==> src/rtl/shift_sequencer_pkg.sv <==
// Shared constants and FSM state encoding for the shift sequencer.
package shift_sequencer_pkg;

    localparam int DEF_WIDTH = 16;
    localparam int DEF_CNT_W = 4;

    typedef enum logic [1:0] {
        ST_IDLE   = 2'd0,
        ST_SHIFT  = 2'd1,
        ST_FINISH = 2'd2
    } state_t;

endpackage

==> src/rtl/shifter1b.sv <==
// Single-position left shifter: zero fill at bit0, MSB comes out as carry.
module shifter1b #(
    parameter int WIDTH = 16
) (
    input  logic [WIDTH-1:0] a,
    output logic [WIDTH-1:0] y,
    output logic             carry
);

    assign y     = {a[WIDTH-2:0], 1'b0};
    assign carry = a[WIDTH-1];

endmodule

==> src/rtl/shift_sequencer.sv <==
// Multi-cycle shifter: one bit position per cycle, fixed latency of N+1
// cycles from acceptance to DONE. All outputs come straight from flops.
module shift_sequencer
    import shift_sequencer_pkg::*;
#(
    parameter int WIDTH = DEF_WIDTH,
    parameter int CNT_W = DEF_CNT_W
) (
    input  logic             CLK,
    input  logic             RST,
    input  logic             START,
    input  logic             DIR,
    input  logic             ARITH,
    input  logic [WIDTH-1:0] A,
    input  logic [CNT_W-1:0] N,
    output logic             BUSY,
    output logic             DONE,
    output logic [WIDTH-1:0] RESULT,
    output logic             CARRY
);

    state_t             state;
    logic [WIDTH-1:0]   work;
    logic [CNT_W-1:0]   cnt;
    logic               dir_q;
    logic               arith_q;
    logic               carry_q;
    logic               busy_q;
    logic               done_q;

    logic [WIDTH-1:0]   left_y;
    logic               left_c;
    logic               fill;

    // Left path uses the shared one-bit shifter
    shifter1b #(.WIDTH(WIDTH)) u_left (
        .a     (work),
        .y     (left_y),
        .carry (left_c)
    );

    // Right path fill bit: sign bit for arithmetic, zero for logical
    assign fill = arith_q & work[WIDTH-1];

    // Control FSM plus datapath; BUSY/DONE registered alongside the state
    always_ff @(posedge CLK or posedge RST) begin
        if (RST) begin
            state   <= ST_IDLE;
            work    <= '0;
            cnt     <= '0;
            dir_q   <= 1'b0;
            arith_q <= 1'b0;
            carry_q <= 1'b0;
            busy_q  <= 1'b0;
            done_q  <= 1'b0;
        end else begin
            unique case (state)
                ST_IDLE: begin
                    done_q <= 1'b0;
                    if (START) begin
                        work    <= A;
                        cnt     <= N;
                        dir_q   <= DIR;
                        arith_q <= ARITH;
                        carry_q <= 1'b0;
                        busy_q  <= 1'b1;
                        if (N == '0) begin
                            // Nothing to shift: go straight to the done cycle
                            state  <= ST_FINISH;
                            done_q <= 1'b1;
                        end else begin
                            state  <= ST_SHIFT;
                        end
                    end
                end
                ST_SHIFT: begin
                    if (dir_q) begin
                        work    <= {fill, work[WIDTH-1:1]};
                        carry_q <= work[0];
                    end else begin
                        work    <= left_y;
                        carry_q <= left_c;
                    end
                    cnt <= cnt - CNT_W'(1);
                    if (cnt == CNT_W'(1)) begin
                        state  <= ST_FINISH;
                        done_q <= 1'b1;
                    end
                end
                ST_FINISH: begin
                    // START is deliberately ignored here; requester retries
                    state  <= ST_IDLE;
                    busy_q <= 1'b0;
                    done_q <= 1'b0;
                end
                default: begin
                    state  <= ST_IDLE;
                    busy_q <= 1'b0;
                    done_q <= 1'b0;
                end
            endcase
        end
    end

    assign BUSY   = busy_q;
    assign DONE   = done_q;
    assign RESULT = work;
    assign CARRY  = carry_q;

endmodule

==> config.mk <==
export PLATFORM = sky130hd
export DESIGN_NAME = shift_sequencer
export DESIGN_NICKNAME = d
export VERILOG_FILES = /design/src/rtl/shift_sequencer_pkg.sv /design/src/rtl/shifter1b.sv /design/src/rtl/shift_sequencer.sv
export SDC_FILE = /design/constraint.sdc
export NUM_CORES = 1
export LEC_CHECK = 0
export ABC_AREA = 1
export ABC_CLOCK_PERIOD_IN_PS = 1340
export CORE_MARGIN = 2
export CORE_UTILIZATION = 47
export DETAILED_ROUTE_END_ITERATION = 10
export PLACE_DENSITY = 0.88
export SLEW_MARGIN = 20
export SYNTH_ARGS = -nofsm -noshare
export SYNTH_HDL_FRONTEND = slang
export SYNTH_SLANG_ARGS = --single-unit
==> constraint.sdc <==
create_clock -name CLK -period 1.34 [get_ports CLK]
set_input_delay 0.268 -clock CLK [delete_from_list [all_inputs] [get_ports CLK]]
set_output_delay 0.268 -clock CLK [all_outputs]
set_load 0.05 [all_outputs]
==> results.toml <==
[power]
pwr_density_cell_nw_per_um2 = 2930
ir_worst_vdd_v = 0.00182
power.leakage_nw = 1.10

[timing]
finalSetupTns_ps = 0
hold_viol = 0
worstMarginPinSlew_ps = 463
worst_slack_ps = 55.9
period_needed_ps = 1280
slew_violations = 0
setup_viol = 0
relSlewSlack = 0.691
finalCritPeriodShare = 0.958
hold-worst-slack_ps = 225
finClkSkew_ps = 16.4
fmax_ghz = 0.779
rsz0062_at_grt = "no"

[die]
fp-row-count = 20
die-area_um2 = 3730
start_util = 0.497
fp.dieW_um = 61.0
coreArea_um2 = 3080
die_h_um = 61.0
boundaryPins = 44

[worst_setup_path]
cpPeakStageDelay_ps = 490
end_kind = "primary output"
start_kind = "flip-flop"
critPathArrivalTime_ps = 1020
worstSetupPathType = "flip-flop to primary output"
cpLargestDelayFamily = "flip-flops"
crit_chain = "buf_12"
path_buf_inv = 1
crit_fanout = 4
required_ps = 1070
slowest_stage = "dfrtp_1"

[min_path]
min_path_type = "primary input to async pin"

[clocking]
cts_tree = "done"
clk_latency_ps = 340
root_buffer = "clkbuf_4"
cts_buffers = 3
clkSinkCount = 27
h-tree-depth = 1
clockBufferDepth = 2
cts.clk_slew.worst_paths_ps = 160

[routing]
wirelength_mm = 4.09
vias = 1586
drc = 0
wl_per_cell_um = 13.3
dr.pass1.iters = 4
vias_per_cell = 5.17
postRouteAntennaNets = 0
drtIter0Drc = 80

[synth]
synth_common_cells = "nor2_1 (57), nand2_1 (35), dfrtp_1 (27)"
yosysWarnings = 0
yosysTopAreaCell = "dfrtp_1"
syn_area_um2 = 1530
synthTopCellsByArea = "dfrtp_1 (44%), nor2_1 (14%), nand2_1 (8.6%), o21ai_0 (5.9%), a21oi_1 (5.6%)"
yosys_most_used_dff = "dfrtp_1"
ys_seq_area_frac = 0.442
yosysMostFrequentCell = "nor2_1"
yosys.area.top_type_share = 0.442
synthDistinctLibCells = 18
synth_edf_count = 0
syn_nets = 239
avgSynthCellArea_um2 = 7.21
synthArstFlopShare = 1.00
synth_seq_cells = 27
netlist_instances = 212

[final_layout]
drive_gt1_frac = 0.175
syn2layout_area_growth_pct = 51.2
antennaDiodeCount = 0
fill_cells = 229
ff_latch_area_um2 = 676
instances_no_fill = 307
nNetsFinal = 291
final_core_util = 0.751
multi_input_area_um2 = 702

[global_routing]
grt_max_degree = 28
antenna_found_initial = 0
grt.total_usage = 0.246
grt_pass1_wl_mm = 6.86
grt_pass1_vias = 1580
overflow = 0

[outcome]
run_status = "finished clean"

[placement]
place_inst = 298
port-buffer-count = 43
hpwl_mm = 2.94
place.gp.congestion = 0.794
dpl_worst_slack_ps = -173

[job]
maxCapViolCount = 0
-- path summary, 6_finish.rpt --
check	startpoint	endpoint	slack, ps	cells after the start
worst max-delay path	RESULT[9]	RESULT[9]	60	1
max in group asynchronous	RST	RESULT[5]	940	3
worst min register to register	arith_q	arith_q	530	2
worst max register to register	state[1]	cnt[1]	100	7
worst min-delay path	RST	RESULT[14]	230	3
min in group CLK	ARITH	arith_q	460	3
-- placed cells by master, fill, tap and decap left out, drive strengths merged --
cell type and instances:
ha 2, a21oi 17, buf 34, clkdlybuf4s50 24, inv 21, clkbuf 3
o211ai 7, clkinvlp 1, nand2 37, nor2 58, dfrtp 27, nand3 8
o21ai 23, xor2 1
-- where the power goes --
group	internal [mW]	switching, mW
sequential	1.23	0.564
combinational	2.06	2.53
clock	0.115	0.258
-- final cells by class --
cell class | count | share of cell area
clock buffers | 3 | 0.00974
clock inverters | 1 | 0.00325
inverters | 21 | 0.0341
multi-input cells | 153 | 0.304
flip-flops and latches | 27 | 0.292
well taps | 44 | 0.0238
repair buffers | 58 | 0.333
-- cells by family (layout without fill, tap and decap cells) --
group                    count (synthesis)  in the layout  synth area share
AND/OR/NAND/NOR                        103            103             0.268
AO/OA/AOI/OAI                           47             47             0.168
buffers and inverters                   32             83             0.101
flip-flops                              27             27             0.442
adder cells (fa/ha/maj)                  2              2            0.0164
XOR/XNOR                                 1              1           0.00573
-- state kept, by name (all words and copies together) (netlist names) --
register	flops
BUSY	1
state	2
dir_q	1
CARRY	1
cnt	4
DONE	1
arith_q	1
RESULT	16
-- through the flow --
stage / instance area, um2 / total power, mW
finish: 2310 / 6.76
global route: 2310 / 7.21
CTS: 2260 / 6.60
detailed placement: 2230 / 6.20
global placement: 2230 / 6.03
floorplan: 1530 / 4.26
-- layer usage --
| metal | up-vias | GRT usage | wire (um) |
|---|---|---|---|
| met3 | 8 | 0.0189 | 248 |
| met4 | 0 | 0.115 | 70 |
| li1 | 776 | - | - |
| met1 | 725 | 0.315 | 1650 |
| met2 | 77 | 0.424 | 2130 |
| met5 | - | 0 | 0 |
-- repair_timing --
item | in CTS | in global routing
gates resized for setup | 0 | 4
setup buffers | 0 | 5
setup endpoints to repair | 0 | 9
hold buffers | 0 | 0
(Power assumes the default switching activity.)
